[src/rtl/mult_share_arb.sv]
// Two-requester arbiter time-sharing one unsigned shift-add multiplier (WIDTH shift cycles per job).
// Define MULT_SHARE_FIXED_PRIO_EN to give requester 0 fixed priority instead of round-robin.
module mult_share_arb #(
  parameter int WIDTH = 4
) (
  input  logic               mHz,
  input  logic               reset,
  input  logic               start0,
  input  logic [WIDTH-1:0]   a0,
  input  logic [WIDTH-1:0]   b0,
  output logic               busy0,
  output logic               done0,
  output logic [2*WIDTH-1:0] result0,
  input  logic               start1,
  input  logic [WIDTH-1:0]   a1,
  input  logic [WIDTH-1:0]   b1,
  output logic               busy1,
  output logic               done1,
  output logic [2*WIDTH-1:0] result1
);

  localparam int PW = 2 * WIDTH;
  localparam int NW = $clog2(WIDTH + 1);

  typedef enum logic [1:0] {IDLE, SHIFT, DONE} state_t;

  state_t            state, state_nxt;
  logic              pending0, pending1;
  logic [WIDTH-1:0]  op_a0, op_b0, op_a1, op_b1;
  logic              sel;
  logic              winner;
  logic [PW-1:0]     acc, mcand, acc_sum;
  logic [WIDTH-1:0]  mplier;
  logic [NW-1:0]     n;
  logic              last;
`ifndef MULT_SHARE_FIXED_PRIO_EN
  logic              rr_ptr;
`endif

  assign busy0 = pending0;
  assign busy1 = pending1;

  always_comb begin
`ifdef MULT_SHARE_FIXED_PRIO_EN
    winner = ~pending0;
`else
    if (pending0 && pending1) winner = rr_ptr;
    else                      winner = ~pending0;
`endif
  end

  // Product for the final shift step is taken from this sum, not the registered acc.
  assign acc_sum = mplier[0] ? (acc + mcand) : acc;
  assign last    = (n == NW'(1));

  always_comb begin
    state_nxt = state;
    case (state)
      IDLE:    if (pending0 || pending1) state_nxt = SHIFT;
      SHIFT:   if (last) state_nxt = DONE;
      DONE:    state_nxt = IDLE;
      default: state_nxt = IDLE;
    endcase
  end

  always_ff @(posedge mHz) begin
    if (!reset) state <= IDLE;
    else        state <= state_nxt;
  end

  always_ff @(posedge mHz) begin
    if (!reset) begin
      pending0 <= 1'b0;
      pending1 <= 1'b0;
      op_a0    <= '0;
      op_b0    <= '0;
      op_a1    <= '0;
      op_b1    <= '0;
      sel      <= 1'b0;
      acc      <= '0;
      mcand    <= '0;
      mplier   <= '0;
      n        <= '0;
      done0    <= 1'b0;
      done1    <= 1'b0;
      result0  <= '0;
      result1  <= '0;
`ifndef MULT_SHARE_FIXED_PRIO_EN
      rr_ptr   <= 1'b0;
`endif
    end else begin
      if (start0 && !pending0) begin
        op_a0    <= a0;
        op_b0    <= b0;
        pending0 <= 1'b1;
      end
      if (start1 && !pending1) begin
        op_a1    <= a1;
        op_b1    <= b1;
        pending1 <= 1'b1;
      end

      case (state)
        IDLE: begin
          if (pending0 || pending1) begin
            sel    <= winner;
            acc    <= '0;
            mcand  <= {{WIDTH{1'b0}}, (winner ? op_a1 : op_a0)};
            mplier <= winner ? op_b1 : op_b0;
            n      <= NW'(WIDTH);
          end
        end
        SHIFT: begin
          acc    <= acc_sum;
          mcand  <= mcand << 1;
          mplier <= mplier >> 1;
          n      <= n - NW'(1);
          if (last) begin
            if (sel) begin
              result1 <= acc_sum;
              done1   <= 1'b1;
            end else begin
              result0 <= acc_sum;
              done0   <= 1'b1;
            end
          end
        end
        DONE: begin
          done0 <= 1'b0;
          done1 <= 1'b0;
          // Clearing here overrides a same-edge capture, since the slot was still busy.
          if (sel) pending1 <= 1'b0;
          else     pending0 <= 1'b0;
`ifndef MULT_SHARE_FIXED_PRIO_EN
          rr_ptr <= ~sel;
`endif
        end
        default: ;
      endcase
    end
  end

endmodule

[config.mk]
export PLATFORM = sky130hd
export DESIGN_NAME = mult_share_arb
export DESIGN_NICKNAME = d
export VERILOG_FILES = /design/src/rtl/mult_share_arb.sv
export SDC_FILE = /design/constraint.sdc
export NUM_CORES = 1
export LEC_CHECK = 0
export ABC_AREA = 1
export CAP_MARGIN = 30
export CELL_PAD_IN_SITES_DETAIL_PLACEMENT = 0
export CELL_PAD_IN_SITES_GLOBAL_PLACEMENT = 1
export CORE_ASPECT_RATIO = 0.5
export CORE_UTILIZATION = 40
export CTS_BUF_LIST = sky130_fd_sc_hd__clkbuf_2 sky130_fd_sc_hd__clkbuf_4 sky130_fd_sc_hd__clkbuf_8
export DETAILED_ROUTE_END_ITERATION = 10
export GPL_ROUTABILITY_DRIVEN = 0
export GPL_TIMING_DRIVEN = 0
export MAX_ROUTING_LAYER = met4
export PLACE_DENSITY_LB_ADDON = 0.1
export SLEW_MARGIN = 20
export SYNTH_ARGS = -nofsm -noshare
export SYNTH_HDL_FRONTEND = slang
export SYNTH_SLANG_ARGS = --single-unit
[constraint.sdc]
create_clock -name mHz -period 1.9 [get_ports mHz]
set_input_delay 0.57 -clock mHz [delete_from_list [all_inputs] [get_ports mHz]]
set_output_delay 0.57 -clock mHz [all_outputs]
set_load 0.005 [all_outputs]
==> flow_summary.ini, run 1 <==
[outcome]
outcome = finished clean

[clock_tree]
cts_resized = 0
insertion_delay_ns = 0.34
hold_buffers = 0
cts_tree = yes
numCtsBuffers = 9
clock-sinks = 63
post_cts_buffers = 0
clk_path_buf_depth = 2
cts-root-buf = clkbuf_8
clk_pin_slew_worst_paths_ns = 0.06
htree_levels = 3

[sta]
worst_pin_slew_ns = 0.428
final_max_slew_viol_count = 0
rsz0062_at_grt = false
hold_viol = 0
fmax_ghz = 0.553
finalCriticalPeriod_ns = 1.81
fin_hold_ws_ns = 0.460
worst_slack_ns = 0.0914
finalSetupViolCount = 0
skew_ns = 0.00545
fin_crit_sh = 0.952
relSlewSlack = 0.711

[yosys]
synth.top_cell.area_share = 0.438
yosys_warnings = 0
synth-main-ff-cell = dfxtp_1
async_flop_share = 0
synth_edf_count = 0
post-synth-top-count-cell = nand2_1
synth_common_cells = nand2_1, dfxtp_1, inv_1
avgSynthCellArea_um2 = 7.51
syn-num-nets = 414
syn_area_um2 = 2880
yosysUniqueCellTypes = 28
ys_seq_area_frac = 0.438
synth_top_area_cell = dfxtp_1
ys_ff_latch = 63
yosys-top-cells-area = dfxtp_1, nand2_1, o21ai_0
synthCells = 384

[route]
viasPerCell = 4.82
routedWlPerCell_um = 12.3
routed_wl_mm = 6.52
vias = 2548
dr.pass1.iters = 4
drc = 0
ant_nets = 0
drtIter0Drc = 132

[die]
fp.dieW_um = 122
die-height_um = 62.0
num_io_pins = 40
start_util = 0.422
dieArea_um2 = 7570
core_region_area_um2 = 6830
core.rowCount = 21

[cells_and_area]
drive_above_1_share = 0.103
area_growth_pct = 23.9
nFillCells = 711
fin_nets = 464
diodes = 0

[worst_setup_path]
cpLargestDelayFamily = buffers and inverters
path_cells = clkdlybuf4s50_1
cp_num_buf_inv = 1
critPathCaptureType = output port
startpoint_type = flip-flop
worst_r2r_path_depth = 11
slowest_stage = clkdlybuf4s50_1
critical_path_class = reg2out
cp.arrival_ns = 1.24
path_max_fanout = 6
worstPathRequired_ns = 1.33
worst_path_largest_cell_delay_ns = 0.51
cp.depth = 1

[pwr]
total_power_mw = 3.08
peakVddDrop_v = 0.000435
leakagePower_nw = 1.56
power_density_nw_per_um2 = 862

[global_routing]
grt_overflow_total = 0
antenna_found_initial = 0
grtUsageTotal = 0.199
grt_pass1_wl_mm = 10.7
grt_pass1_vias = 2339
grt_max_degree = 11

[min_path]
hp-class = reg2reg
min_path_cells = 2

[placed_design]
port_buffers = 39
hpwl_mm = 5.06
post-place-ws_ns = -0.194

[run]
maxCapViolCount = 0
stage by stage:
stage / setup TNS (ns) / std cells / area (µm²) / util
3_5_place_dp: -2.91 / 515 / 3390 / 0.496
4_1_cts: 0 / 529 / 3560 / 0.521
6_report: 0 / 529 / 3570 / 0.523
2_1_floorplan: 0 / 384 / 2880 / -
5_1_grt: 0 / 529 / 3570 / 0.523
3_3_place_gp: -2.42 / 515 / 3390 / 0.496
state kept, by name (all words and copies together) (netlist names):
name,cells
busy1,1
done1,1
rr_ptr,1
state,2
op_b0,4
acc,8
result1,8
op_b1,4
sel,1
op_a0,4
mplier,4
mcand,8
n,3
busy0,1
done0,1
result0,8
op_a1,4
kinds of logic after synthesis:
family / after synthesis / share of synthesized area
buf+inv: 65 / 0.102
compound gates: 100 / 0.186
fa+ha+maj: 10 / 0.0460
flops: 63 / 0.438
xor+xnor: 2 / 0.00608
simple gates: 144 / 0.223
routing by layer:
layer  up-vias  wire, µm  global-route usage
li1       1347         -                   -
met1      1154      3260               0.238
met2        38      2890               0.319
met3         9       282              0.0657
met4         0        88              0.0732
met5         -         0                   -
layout by cell type, fill, tap and decap left out, drive strengths merged:
cell type | synthesis | routed
a31oi | 1 | 1
nand2 | 66 | 66
clkinv | 0 | 1
o22ai | 7 | 7
a21oi | 35 | 35
clkdlybuf4s50 | 0 | 39
buf | 7 | 7
a221oi | 1 | 1
nand3 | 24 | 24
o211ai | 6 | 6
o21bai | 1 | 1
or2 | 1 | 1
fa | 1 | 1
nand3b | 1 | 1
dfxtp | 63 | 63
ha | 9 | 9
xnor2 | 2 | 2
o21ai | 49 | 49
nor2 | 52 | 52
inv | 54 | 54
clkbuf | 4 | 17
area by class of cell:
class / instances / area (µm²) / share of cell area
Inverter: 54 / 208 / 0.0582
Multi-Input combinational cell: 256 / 1340 / 0.374
Buffer: 11 / 86.3 / 0.0242
Clock inverter: 1 / 5.00 / 0.00140
Clock buffer: 13 / 166 / 0.0466
Tap cell: 92 / 115 / 0.0322
Sequential cell: 63 / 1260 / 0.354
Timing Repair Buffer: 39 / 390 / 0.109
power breakdown:
| group | total [mW] | switching (mW) | internal, mW | leakage, nW |
|---|---|---|---|---|
| Sequential | 1.49 | 0.0662 | 1.42 | 0.516 |
| Clock | 1.02 | 0.460 | 0.557 | 0.0922 |
| Combinational | 0.572 | 0.341 | 0.231 | 0.947 |
worst paths after layout:
path / slack, ns / endpoint / start
hold reg to reg: 0.46 / op_b1[3] / op_b1[3]
setup reg to reg: 0.18 / result1[6] / mcand[0]
hold / removal: 0.46 / op_b1[3] / op_b1[3]
setup / recovery: 0.09 / busy0 / busy0
No activity file was read; power rests on OpenSTA's default activity.
==> inputs of run 2 (changes only) <==
Settings changed: ABC_AREA 1 to unset.
==> run 2 against run 1 <==
- power decreased by 2.2%
- first-iteration DRC count increased by 9.1%
- critical path type is now reg2reg
- largest cell class unchanged
- highest routed layer unchanged
- cell area increased by 4.3%
==> flow_summary.ini, run 2 <==
[yosys]
synth-main-ff-cell = dfxtp_1
syn_area_um2 = 2970
synth_top_area_cell = dfxtp_1
synthCells = 300
yosys-top-cells-area = dfxtp_1, mux2i_1, nor2_1
ys_seq_area_frac = 0.425
async_flop_share = 0
ys_ff_latch = 63
post-synth-top-count-cell = dfxtp_1
avgSynthCellArea_um2 = 9.90
synth.top_cell.area_share = 0.425
yosysUniqueCellTypes = 57
syn-num-nets = 330
synth_common_cells = dfxtp_1, nor2_1, mux2i_1
synth_edf_count = 0
yosys_warnings = 0

[clock_tree]
clk_pin_slew_worst_paths_ns = 0.07
insertion_delay_ns = 0.35
clk_path_buf_depth = 2
cts-root-buf = clkbuf_8
numCtsBuffers = 9
cts_tree = yes
clock-sinks = 63
hold_buffers = 0
htree_levels = 3

[global_routing]
grtUsageTotal = 0.202
grt_overflow_total = 0
grt_pass1_vias = 2170
grt_max_degree = 12
grt_pass1_wl_mm = 11.3
antenna_found_initial = 0

[placed_design]
hpwl_mm = 5.00
port_buffers = 38

[route]
vias = 2364
routedWlPerCell_um = 15.6
ant_nets = 0
drtIter0Drc = 144
routed_wl_mm = 6.98
viasPerCell = 5.29
dr.pass1.iters = 4
drc = 0

[worst_setup_path]
cp.arrival_ns = 2.08
critical_path_class = reg2reg
crit_start = mcand[0]
critPathCaptureType = flip-flop
path_max_fanout = 3
startpoint_type = flip-flop
timing.rr.start = mcand[0]
worstPathRequired_ns = 2.14

[sta]
fmax_ghz = 0.545
finalSetupViolCount = 0
final_max_slew_viol_count = 0
fin_crit_sh = 0.967
skew_ns = 0.00484
finalCriticalPeriod_ns = 1.84
rsz0062_at_grt = false
fin_tns_setup_ns = 0
worst_pin_slew_ns = 0.592
hold_viol = 0
relSlewSlack = 0.606

[outcome]
outcome = finished clean

[die]
num_io_pins = 40
die-height_um = 62.9
fp.dieW_um = 124
core.rowCount = 21
start_util = 0.428
dieArea_um2 = 7790
core_region_area_um2 = 6940

[min_path]
hp-class = reg2reg
hold_path.startpoint = done1

[cells_and_area]
drive_above_1_share = 0.186
final_cell_mix = dfxtp_1, nor2_1, clkdlybuf4s50_1
diodes = 0
area_growth_pct = 25.5
fin_nets = 380
nFillCells = 655
final_common_cell = dfxtp_1

[pwr]
power_density_nw_per_um2 = 809
total_power_mw = 3.01
peakVddDrop_v = 0.000386
leakagePower_nw = 1.46

[run]
maxCapViolCount = 0
-- run 2: cell types whose count changed after synthesis, moves of 9 or more --
cell	before	now
a21oi_1	35	17
inv_1	47	6
mux2i_1	0	22
nand2_1	65	5
nand3_1	22	3
o21ai_0	38	8
o21ai_1	11	2
-- run 2: critical path, cell delays in order, from the launching register on --
cell	delay (ns)
dfxtp_4	0.37
ha_4	0.17
fa_2	0.37
a211oi_2	0.31
o21ai_0	0.17
xor2_1	0.16
a22o_1	0.18
-- run 2: metrics by stage --
stage	instance area (µm²)	worst slack, ns	cells	hold WS [ns]	util
2_1_floorplan	2970	0.0649	300	0.454	-
3_3_place_gp	3460	-0.245	430	0.469	0.499
3_5_place_dp	3460	-0.229	430	0.484	0.499
4_1_cts	3710	0.00759	447	0.501	0.534
5_1_grt	3720	0.0137	447	0.512	0.537
6_report	3720	0.0636	447	0.492	0.537
-- run 2: repair_timing --
| action | CTS | global route |
|---|---|---|
| resized for setup | 10 | 3 |
| pin swaps | 4 | 2 |
| setup buffers | 1 | 0 |
| endpoints found under the setup margin | 7 | 7 |
-- run 2: routing by layer --
metal | wire, µm | up-vias | part of all wire | global-route usage
met2 | 2950 | 49 | 0.42 | 0.285
li1 | - | 1184 | - | -
met5 | 0 | - | 0 | -
met3 | 366 | 6 | 0.052 | 0.0657
met1 | 3610 | 1125 | 0.52 | 0.271
met4 | 54 | 0 | 0.0077 | 0.0587
-- run 2: area by class of cell --
| cell class | instances | area [µm²] | share of cell area |
|---|---|---|---|
| clock inverters | 5 | 56.3 | 0.0151 |
| well taps | 92 | 115 | 0.0309 |
| multi-input cells | 209 | 1580 | 0.425 |
| repair buffers | 39 | 388 | 0.104 |
| flip-flops and latches | 63 | 1270 | 0.341 |
| clock buffers | 11 | 145 | 0.0390 |
| inverters | 7 | 26.3 | 0.00705 |
| plain buffers | 21 | 140 | 0.0376 |
-- run 2: where the power goes --
part	switching [mW]	leakage [nW]	total [mW]	internal, mW
logic	0.193	0.844	0.391	0.198
registers	0.0458	0.515	1.42	1.38
clock network	0.543	0.103	1.20	0.656
total	0.781	1.46	3.01	2.23
-- run 2: final timing paths --
| kind | to | slack, ns | depth (start not counted) |
|---|---|---|---|
| max | acc[6] | 0.06 | 6 |
| min | done1 | 0.49 | 2 |
| max reg2reg | acc[6] | 0.06 | 6 |
| min reg2reg | done1 | 0.49 | 2 |
-- run 2: cell families after synthesis --
| family | Yosys count | synth area share |
|---|---|---|
| buf+inv | 28 | 0.0560 |
| compound gates | 79 | 0.209 |
| simple gates | 84 | 0.137 |
| mux | 29 | 0.108 |
| fa+ha+maj | 10 | 0.0447 |
| xor+xnor | 7 | 0.0206 |
| flops | 63 | 0.425 |
